$ cat src/rtl/comparador_serial_izq_der.sv
// Sequential magnitude comparator: scans two K-bit operands MSB-first, P bits per cycle,
// and stops at the first differing chunk. Signed mode biases the sign bit so one unsigned scan serves both.
module comparador_serial_izq_der #(
    parameter int K              = 5,
    parameter int BITS_POR_CICLO = 1,
    localparam int CW            = $clog2(K / BITS_POR_CICLO + 1)
) (
    input  logic          clk,
    input  logic          reset_n,
    input  logic          inicio,
    input  logic          con_signo,
    input  logic [K-1:0]  A_valor,
    input  logic [K-1:0]  B_valor,
    output logic          ocupado,
    output logic          listo,
    output logic          A_mayor,
    output logic          B_mayor,
    output logic          iguales,
    output logic [CW-1:0] ciclos
);

    localparam int P = BITS_POR_CICLO;
    localparam int N = K / P;
    localparam logic [K-1:0] BIAS = K'(1) << (K - 1);

    typedef enum logic [1:0] {
        IDLE    = 2'd0,
        COMPARA = 2'd1,
        FIN     = 2'd2
    } estado_t;

    estado_t        estado_r;
    logic [K-1:0]   a_r;
    logic [K-1:0]   b_r;
    logic [CW-1:0]  idx_r;
    logic [P-1:0]   trozo_a_s;
    logic [P-1:0]   trozo_b_s;

    // Operands are shifted left each cycle, so the current chunk is always the top P bits.
    assign trozo_a_s = a_r[K-1 -: P];
    assign trozo_b_s = b_r[K-1 -: P];

    // Handshake FSM with registered result flags, chunk counter and operand shifters.
    always_ff @(posedge clk) begin
        if (!reset_n) begin
            estado_r <= IDLE;
            a_r      <= '0;
            b_r      <= '0;
            idx_r    <= '0;
            ocupado  <= 1'b0;
            listo    <= 1'b0;
            A_mayor  <= 1'b0;
            B_mayor  <= 1'b0;
            iguales  <= 1'b0;
            ciclos   <= '0;
        end else begin
            case (estado_r)
                IDLE: begin
                    listo <= 1'b0;
                    if (inicio) begin
                        a_r      <= con_signo ? (A_valor ^ BIAS) : A_valor;
                        b_r      <= con_signo ? (B_valor ^ BIAS) : B_valor;
                        idx_r    <= '0;
                        A_mayor  <= 1'b0;
                        B_mayor  <= 1'b0;
                        iguales  <= 1'b0;
                        ciclos   <= '0;
                        ocupado  <= 1'b1;
                        estado_r <= COMPARA;
                    end else begin
                        ocupado  <= 1'b0;
                    end
                end
                COMPARA: begin
                    if (trozo_a_s != trozo_b_s) begin
                        A_mayor  <= (trozo_a_s > trozo_b_s);
                        B_mayor  <= (trozo_a_s < trozo_b_s);
                        ciclos   <= idx_r + CW'(1);
                        listo    <= 1'b1;
                        estado_r <= FIN;
                    end else if (idx_r == CW'(N - 1)) begin
                        iguales  <= 1'b1;
                        ciclos   <= CW'(N);
                        listo    <= 1'b1;
                        estado_r <= FIN;
                    end else begin
                        idx_r    <= idx_r + CW'(1);
                        a_r      <= a_r << P;
                        b_r      <= b_r << P;
                    end
                end
                FIN: begin
                    listo    <= 1'b0;
                    ocupado  <= 1'b0;
                    estado_r <= IDLE;
                end
                default: begin
                    listo    <= 1'b0;
                    ocupado  <= 1'b0;
                    estado_r <= IDLE;
                end
            endcase
        end
    end

endmodule
$ cat config.mk
export PLATFORM = sky130hd
export DESIGN_NAME = comparador_serial_izq_der
export DESIGN_NICKNAME = d
export VERILOG_FILES = /design/src/rtl/comparador_serial_izq_der.sv
export SDC_FILE = /design/constraint.sdc
export NUM_CORES = 1
export LEC_CHECK = 0
export CAP_MARGIN = 10
export CORE_UTILIZATION = 50
export CTS_BUF_LIST = sky130_fd_sc_hd__clkbuf_4 sky130_fd_sc_hd__clkbuf_8 sky130_fd_sc_hd__clkbuf_16
export DETAILED_ROUTE_END_ITERATION = 10
export GPL_TIMING_DRIVEN = 0
export PLACE_DENSITY = 0.86
export SLEW_MARGIN = 30
export SYNTH_ARGS = -nofsm -noshare
export SYNTH_HDL_FRONTEND = slang
export SYNTH_SLANG_ARGS = --single-unit
export TNS_END_PERCENT = 30
$ cat constraint.sdc
create_clock -name clk -period 2.05 [get_ports clk]
set_input_delay 0.3075 -clock clk [delete_from_list [all_inputs] [get_ports clk]]
set_output_delay 0.3075 -clock clk [all_outputs]
set_load 0.05 [all_outputs]
==> summary.md <==
| Metric | Value |
|---|---|
| Clock share of power | `0.211` |
| Vias in the first global route | `912` |
| Total core area | `2060 um^2` |
| Post-DP HPWL | `1.61 mm` |
| CTS resizes | `0` |
| Via Count | `938` |
| Combinational share of power | `0.310` |
| Setup violators final | `0` |
| Port-buffer cells | `21` |
| Worst-margin pin slew | `578 ps` |
| Largest net degree at the start of global routing | `13` |
| Htree depth | `1` |
| Initial DRC count | `19` |
| Final period utilization | `0.931` |
| CTS Sinks | `23` |
| Top-count cell post-synth | `dfxtp_1` |
| Syn_area_per_cell | `8.82 um^2` |
| Status | `finished, final reports clean` |
| Type of origin of the critical path | `flop` |
| Via density | `5.15` |
| Setup total negative slack | `0 ps` |
| Fin. max-slew vios | `0` |
| Syn_nets | `148` |
| RSZ-0062 raised after global routing | `no` |
| CTS Hold Bufs | `0` |
| DIE WIDTH | `49.9 um` |
| Top_reg_cell synth | `dfxtp_1` |
| Area contributors post-synth | `dfxtp_1, mux2i_1, nand2_1` |
| Post-synth top cells | `dfxtp_1, nand2_1, o21ai_0` |
| Layout cell share with drive strength beyond 1 | `0.110` |
| Design Area, Final | `1430 um^2` |
| GRT Util Overall | `0.197` |
| Worst-path fanout max | `8` |
| Slew HR | `0.612` |
| Seq cells post-synth | `23` |
| Initial Util | `0.556` |
| Mapped cell area | `1150 um^2` |
| Register area share after synthesis | `0.402` |
| Leak | `0.000554 uW` |
| Warnings from Yosys | `0` |
| Hold path start | `listo` |
| DP Area | `1390 um^2` |
| Yosys top cell by area | `dfxtp_1` |
| Total grt overflow | `0` |
| CTS tree | `yes` |
| CTS buffer count | `3` |
| Critical path capture point type | `flop` |
| DRT Pass-1 Iters | `4` |
| Maximum VDD drop | `525 uV` |
| RR Startpoint | `a_r[4]` |
| Initial antenna violation count | `0` |
| Num rows | `16` |
| Critical Path Source | `a_r[4]` |
| Fmax achieved | `524 MHz` |
| Unique cell type count in the Yosys netlist | `29` |
| CTS clk-pin slew, worst paths | `120 ps` |
| CTS root buf | `clkbuf_4` |
| Ant diodes | `0` |
| Placer Congestion | `0.845` |
| # Max-Cap Violations | `0` |
| Post-synth top area share | `0.402` |
| Vert. Die Dim | `49.9 um` |
| Power density over the cells | `750 nW/um^2` |
| DRT Wirelength | `2.10 mm` |
| Max Clock Skew | `1.85 ps` |
| Fin nets | `174` |
| Antenna viol nets, final | `0` |
| Mapped Cells | `130` |
| Die area | `2490 um^2` |
| Area grow syn2layout | `24.6%` |
| WL/cell | `11.6 um` |
| Power share of the sequential group | `0.479` |
| Minimum clock period | `1910 ps` |
| Arrival time of the worst setup path | `2130 ps` |
| Sw Ratio | `0.316` |
| IO Count | `22` |
| CP required | `2270 ps` |
| Setup CP Type | `flop to flop` |
| Number of synthesized flops with an enable pin | `0` |
| Final Hold Fails | `0` |
| Internal power | `732 uW` |
| Maximum root-to-sink buffer count | `2` |
| Min-Delay Path Class | `flop to flop` |
| Clock Latency Late Sink | `310 ps` |
| Psw | `339 uW` |
| DRC viols | `0` |
| Post-CTS Setup Inserts | `0` |
| First-pass GRT wire length | `3.69 mm` |
| Post-synth ARST share | `0` |
## flip-flops by register name, indices dropped and copies added (netlist names)
name and flops:
a_r 5, b_r 5, ciclos 3, idx_r 3
estado_r 2, A_mayor 1, B_mayor 1, iguales 1
listo 1, ocupado 1
## power groups by stage
| stage | logic (uW) | clock network (uW) | registers [uW] |
|---|---|---|---|
| 2_1_floorplan | 213 | 0 | 548 |
| 3_3_place_gp | 321 | 0 | 522 |
| 3_5_place_dp | 327 | 0 | 524 |
| 4_1_cts | 327 | 229 | 513 |
| 5_1_grt | 365 | 247 | 520 |
| 6_report | 332 | 226 | 513 |
## cells by family (layout without fill, tap and decap cells)
kind of cell	Yosys count	count (layout)	synth area share
AOI/OAI and AO/OA	24	24	0.140
xor gates and xnor gates	3	3	0.0229
adders and majority gates	4	4	0.0437
buffers and inverters	13	38	0.0458
DFF	23	23	0.402
muxes	14	14	0.129
and+or+nand+nor	49	49	0.217
## layout by cell type, fill, tap and decap left out, types with 2 or more instances in the layout
| cell | count |
|---|---|
| nand2_1 | 21 |
| clkbuf_4 | 4 |
| o21ai_0 | 9 |
| nor2b_1 | 5 |
| or4_1 | 2 |
| ha_1 | 3 |
| and2_1 | 2 |
| buf_2 | 3 |
| nand3_1 | 3 |
| nor4bb_1 | 2 |
| mux2_2 | 6 |
| a21boi_0 | 4 |
| inv_1 | 6 |
| dfxtp_1 | 23 |
| nand2b_1 | 5 |
| a21oi_1 | 4 |
| clkdlybuf4s50_1 | 21 |
| clkbuf_1 | 4 |
| mux2i_1 | 8 |
| nor2_1 | 5 |
| nand4_1 | 2 |
| xor2_1 | 3 |
## metal layers
| layer | up-vias | part of all wire | GRT usage |
|---|---|---|---|
| met1 | 426 | 0.46 | 0.230 |
| met4 | 0 | 0.014 | 0.0905 |
| li1 | 492 | - | - |
| met3 | 3 | 0.035 | 0.0370 |
| met5 | - | 0 | 0 |
| met2 | 17 | 0.49 | 0.342 |
## final timing paths
path | endpoint | slack [ps] | cells past startpoint
setup / recovery | ciclos[1] | 140 | 6
hold / removal | listo | 450 | 2
setup reg to reg | ciclos[1] | 140 | 6
hold reg to reg | listo | 450 | 2
## per-stage QoR
step	power (uW)	setup slack, ps	util	hold WS [ps]	instances
floorplan	762	327	-	432	130
global placement	843	72.6	0.674	431	178
detailed placement	851	18.2	0.674	435	178
CTS	1070	4.19	0.689	453	182
global route	1130	27.2	0.692	485	182
finish	1070	142	0.692	448	182
## worst max-delay path, cell delays in order, from the launching register on
cell	delay, ps
dfxtp_1	380
inv_1	50
ha_2	330
a21boi_4	180
a211oi_1	540
o22ai_1	150
and2_1	180
## layout make-up
cell class / instances / area (um^2)
Fill cell: 167 / 634
Sequential cell: 23 / 460
Inverter: 6 / 22.5
Tap cell: 27 / 33.8
Clock buffer: 4 / 30.0
Buffer: 7 / 30.0
Timing Repair Buffer: 21 / 210
Multi-Input combinational cell: 94 / 641
Note: power is estimated with default switching activity, not from simulation.
